File: src/rtl/mtf_spike_decoder.sv
// Spike detector: hysteresis threshold + refractory on a sampled voltage; spike and event register 1 clk after the sample.
// Single-slot ISI event held until evt_ready; a spike arriving on a full slot is dropped and sets sticky overflow. Option: MTF_SPK_BURST_EN.
module mtf_spike_decoder #(
    parameter int W           = 16,
    parameter int ISI_W       = 16,
    parameter int REFRACT_CYC = 8
`ifdef MTF_SPK_BURST_EN
    , parameter int BURST_GAP = 1024
`endif
) (
    input  logic                clk,
    input  logic                reset,
    input  logic signed [W-1:0] v_in,
    input  logic                v_valid,
    input  logic signed [W-1:0] th_hi,
    input  logic signed [W-1:0] th_lo,
    output logic                spike,
    output logic                evt_valid,
    input  logic                evt_ready,
    output logic [ISI_W-1:0]    evt_isi,
    output logic                evt_first,
    output logic                evt_burst,
    output logic                overflow,
    output logic [1:0]          state
);

    localparam int RW = (REFRACT_CYC > 1) ? $clog2(REFRACT_CYC + 1) : 1;

    typedef enum logic [1:0] {
        BELOW   = 2'd0,
        ABOVE   = 2'd1,
        REFRACT = 2'd2,
        ILLEGAL = 2'd3
    } state_t;

    state_t           cur_st, nxt_st;
    logic [RW-1:0]    ref_cnt, ref_nxt;
    logic [ISI_W-1:0] isi_cnt;
    logic             first_pending;
    logic             spike_det;

    assign state = cur_st;

    always_comb begin
        nxt_st    = cur_st;
        ref_nxt   = ref_cnt;
        spike_det = 1'b0;
        case (cur_st)
            BELOW: begin
                if (v_valid && (v_in >= th_hi)) begin
                    nxt_st    = ABOVE;
                    spike_det = 1'b1;
                end
            end
            ABOVE: begin
                if (v_valid && (v_in < th_lo)) begin
                    if (REFRACT_CYC == 0) begin
                        nxt_st = BELOW;
                    end else begin
                        nxt_st  = REFRACT;
                        ref_nxt = RW'(REFRACT_CYC);
                    end
                end
            end
            REFRACT: begin
                // Leave on the clock the count reaches zero, so exactly REFRACT_CYC clks are spent here.
                if (ref_cnt != '0) ref_nxt = ref_cnt - RW'(1);
                if (ref_cnt <= RW'(1)) nxt_st = BELOW;
            end
            default: nxt_st = BELOW;
        endcase
    end

    always_ff @(posedge clk) begin
        if (reset) begin
            cur_st        <= BELOW;
            ref_cnt       <= '0;
            isi_cnt       <= '0;
            first_pending <= 1'b1;
            spike         <= 1'b0;
            evt_valid     <= 1'b0;
            evt_isi       <= '0;
            evt_first     <= 1'b0;
            overflow      <= 1'b0;
        end else begin
            cur_st  <= nxt_st;
            ref_cnt <= ref_nxt;
            spike   <= spike_det;
            if (v_valid) begin
                if (spike_det)
                    isi_cnt <= '0;
                else if (isi_cnt != '1)
                    isi_cnt <= isi_cnt + ISI_W'(1);
            end
            if (spike_det) begin
                first_pending <= 1'b0;
                if (!evt_valid || evt_ready) begin
                    evt_valid <= 1'b1;
                    evt_isi   <= isi_cnt;
                    evt_first <= first_pending;
                end else begin
                    overflow <= 1'b1;
                end
            end else if (evt_valid && evt_ready) begin
                evt_valid <= 1'b0;
            end
        end
    end

`ifdef MTF_SPK_BURST_EN
    always_ff @(posedge clk) begin
        if (reset)
            evt_burst <= 1'b0;
        else if (spike_det && (!evt_valid || evt_ready))
            evt_burst <= first_pending || (isi_cnt > ISI_W'(BURST_GAP));
    end
`else
    assign evt_burst = 1'b0;
`endif

endmodule

File: config.mk
export PLATFORM = sky130hd
export DESIGN_NAME = mtf_spike_decoder
export DESIGN_NICKNAME = d
export VERILOG_FILES = /design/src/rtl/mtf_spike_decoder.sv
export SDC_FILE = /design/constraint.sdc
export NUM_CORES = 1
export LEC_CHECK = 0
export CORE_MARGIN = 5
export CORE_UTILIZATION = 50
export CTS_BUF_LIST = sky130_fd_sc_hd__clkbuf_8
export DETAILED_ROUTE_END_ITERATION = 12
export PLACE_DENSITY_LB_ADDON = 0.05
export SLEW_MARGIN = 20
export SYNTH_ARGS = -nofsm -noshare
export SYNTH_HDL_FRONTEND = slang
export SYNTH_SLANG_ARGS = --single-unit
File: constraint.sdc
create_clock -name clk -period 4 [get_ports clk]
set_input_delay 0.8 -clock clk [delete_from_list [all_inputs] [get_ports clk]]
set_output_delay 0.8 -clock clk [all_outputs]
set_load 0.03 [all_outputs]
==> impl_metrics.json <==
{
  "drive_above_1_share_pct": 5.76,
  "mappedNetlistArea_um2": 2700,
  "wl_met3_um": 216,
  "dieArea_um2": 6970,
  "combinationalPowerShare_pct": 22.5,
  "totalWireLength_mm": 5.79,
  "core_um2": 5170,
  "antenna_found_initial": 0,
  "synthCells": 306,
  "switching_share_pct": 24.6,
  "n_antenna_cell": 0,
  "synthFlopType": "dfxtp_1",
  "p_leak_nw": 1.64,
  "crit_chain": "clkdlybuf4s50_1 -> inv_1 -> ha_1 -> a21o_1 -> a21oi_1 -> o211ai_1 -> a221oi_2 -> mux2_2 -> nand2b_1 -> buf_4 -> nor2_1",
  "maxCapViolCount": 0,
  "nets": 467,
  "critPathArrivalTime_ns": 3.46,
  "clock_skew_ns": 0.00741,
  "synth_fa_ha_area_share_pct": 15.7,
  "status": "completed",
  "drtAntennaViolNets": 0,
  "syn_area_per_cell_um2": 8.83,
  "path_clk_slew_ns": 0.08,
  "setup_viol": 0,
  "ys_ff_latch": 43,
  "drt_pre_antenna_iters": 4,
  "cp-end-kind": "register",
  "drt_iter0_drc": 42,
  "yosysWarnings": 0,
  "clkPwrFrac_pct": 36.1,
  "wl_per_cell_um": 12.8,
  "gp_congestion": 0.780,
  "area_growth_pct": 34.7,
  "grt_overflow": 0,
  "p_sw_mw": 0.266,
  "vias": 2278,
  "fp.dieH_um": 83.5,
  "p_per_area_nw_per_um2": 297,
  "p_int_mw": 0.815,
  "finalMaxSlewViolations": 0,
  "synth-xor-area-share_pct": 4.54,
  "finalHoldViolCount": 0,
  "cts.path.max_buffers": 2,
  "cp_slowest_stage_delay_ns": 0.46,
  "die_w_um": 83.5,
  "synth_top_family_by_area": "simple AND/OR/NAND/NOR gates",
  "synth_compound_area_share_pct": 13.6,
  "syn_nets": 392,
  "cts_hold_buf": 0,
  "critPathKind": "primary input to register",
  "drc_errors": 0,
  "ctsResizeCount": 0,
  "yosysUniqueCellTypes": 47,
  "synthArstFlopShare_pct": 0,
  "fin_area_um2": 3640,
  "synth_mux_area_share_pct": 8.29,
  "htreeDepth": 2,
  "grt_setup_unrepaired": "no",
  "clk_latency_ns": 0.29,
  "tns_ns": 0,
  "finalCriticalPeriod_ns": 3.27,
  "grt_usage_pct": 17.4,
  "initial_utilization_pct": 52.2,
  "crit_slowest_cell": "a221oi_2",
  "fp-row-count": 26,
  "dp_hpwl_mm": 4.65,
  "required_ns": 4.19,
  "postCtsSetupBuffers": 0,
  "top_layer_used": "met4",
  "grt_pass1_vias": 2286,
  "yosysSeqAreaShare_pct": 31.9,
  "fmax_mhz": 305,
  "clock_sinks": 43,
  "grt_first_pass_wirelength_mm": 10.2,
  "hp-class": "register to register",
  "grt_start_max_net_pins": 31,
  "vias_per_cell": 5.04,
  "cts_tree": "yes",
  "path_max_fanout": 9,
  "crit_path_start_kind": "primary input",
  "cts_root_buf": "clkbuf_8",
  "wl_met2_mm": 2.90,
  "ios": 75,
  "port-buffer-count": 73,
  "cts_made_buffers": 5,
  "drt-met1-wl_mm": 2.61,
  "place_area_um2": 3510,
  "synth-simple-area-share_pct": 19.1,
  "fin_crit_sh_pct": 81.8,
  "p_seq_share_pct": 41.5,
  "peakVddDrop_uv": 232,
  "synth_edf_count": 0
}
cell type report:
class | instances | area, um2
clock inverters | 3 | 63.8
inverters | 39 | 146
fillers | 432 | 1530
clock buffers | 5 | 68.8
well taps | 70 | 87.6
flip-flops and latches | 43 | 861
repair buffers | 76 | 753
multi-input cells | 216 | 1660
stage by stage:
| step | total power, mW | worst slack [ns] | utilization, % | hold slack, ns | cells |
|---|---|---|---|---|---|
| 3_3_place_gp | 0.700 | 0.457 | 67.8 | 0.462 | 444 |
| 6_report | 1.08 | 0.727 | 70.3 | 0.486 | 452 |
| 5_1_grt | 1.13 | 0.558 | 70.3 | 0.531 | 452 |
| 4_1_cts | 1.09 | 0.740 | 70.3 | 0.497 | 452 |
| 2_1_floorplan | 0.607 | 0.948 | - | 0.426 | 306 |
| 3_5_place_dp | 0.702 | 0.426 | 67.8 | 0.470 | 444 |
path summary, 6_finish.rpt:
| kind | from | endpoint | slack, ns | cells after the start |
|---|---|---|---|---|
| setup / recovery | th_hi[5] | isi_cnt[9]$_SDFFE_PP0P_ | 0.73 | 11 |
| hold / removal | first_pending$_SDFFE_PP1P_ | first_pending$_SDFFE_PP1P_ | 0.49 | 1 |
| setup reg to reg | state[0]$_SDFFE_PP0P_ | isi_cnt[9]$_SDFFE_PP0P_ | 2.28 | 7 |
| hold reg to reg | first_pending$_SDFFE_PP1P_ | first_pending$_SDFFE_PP1P_ | 0.49 | 1 |
cells in the mapped netlist (all sizes together), types with 2 or more instances:
master	number	share of area, %
a21oi	13	2.4
inv	39	5.4
nor2	46	6.4
a211oi	2	0.74
nand3	11	2.0
clkbuf	5	0.69
nor2b	2	0.46
and3	2	0.46
nand4b	2	0.65
nand2b	5	1.4
nand2	11	1.5
nor3b	2	0.56
ha	34	16
nor3	5	0.93
dfxtp	43	32
o21a	2	0.56
xnor2	6	1.9
a2111oi	3	3.1
nand4	8	1.9
mux2i	20	7.9
o21ai	5	1.1
buf	3	0.65
a21o	9	2.5
and4	3	0.97
xor2	8	2.6
layer usage:
layer | track usage [%] | vias to the layer above
li1 | - | 1203
met1 | 20.8 | 1016
met2 | 31.4 | 53
met3 | 3.75 | 6
met4 | 4.39 | 0
met5 | 0 | -
worst max-delay path: cells and delay by family:
| kind | cells | cell delay (ns) |
|---|---|---|
| AO/OA/AOI/OAI | 4 | 0.91 |
| buffers and inverters | 3 | 0.71 |
| multiplexers | 1 | 0.43 |
| AND/OR/NAND/NOR | 2 | 0.33 |
| adder cells (fa/ha/maj) | 1 | 0.28 |
cell usage in the layout (no fill, tap or decap), types with 3 or more instances in the layout:
master,count
buf_4,3
clkdlybuf4s50_1,73
xor2_1,8
and4_1,3
a21o_1,9
nand2_1,11
xnor2_1,6
a21oi_1,13
nor2_1,46
o21ai_0,4
nor3_1,5
nand4_1,8
inv_1,40
nand2b_1,4
mux2i_1,19
a2111oi_4,3
dfxtp_1,43
ha_1,34
clkbuf_8,5
nand3_1,11
power by group through the flow:
stage / clock (mW) / combinational [mW] / sequential (mW)
2_1_floorplan: 0 / 0.138 / 0.469
3_3_place_gp: 0 / 0.242 / 0.458
3_5_place_dp: 0 / 0.244 / 0.458
4_1_cts: 0.399 / 0.246 / 0.448
5_1_grt: 0.415 / 0.268 / 0.450
6_report: 0.390 / 0.243 / 0.448
cell families (layout without fill, tap and decap cells):
kind of cell / after synthesis / after routing
and+or+nand+nor: 103 / 103
buffers and inverters: 47 / 123
AOI/OAI and AO/OA: 43 / 43
DFF: 43 / 43
adders and majority gates: 34 / 34
muxes: 21 / 21
xor gates and xnor gates: 14 / 14
other: 1 / 1
state kept, by name (all words and copies together), names as in the netlist:
| name | count |
|---|---|
| evt_first | 1 |
| evt_isi | 16 |
| evt_valid | 1 |
| first_pending | 1 |
| isi_cnt | 16 |
| overflow | 1 |
| ref_cnt | 4 |
| spike | 1 |
| state | 2 |
Note: power is estimated with default switching activity, not from simulation.
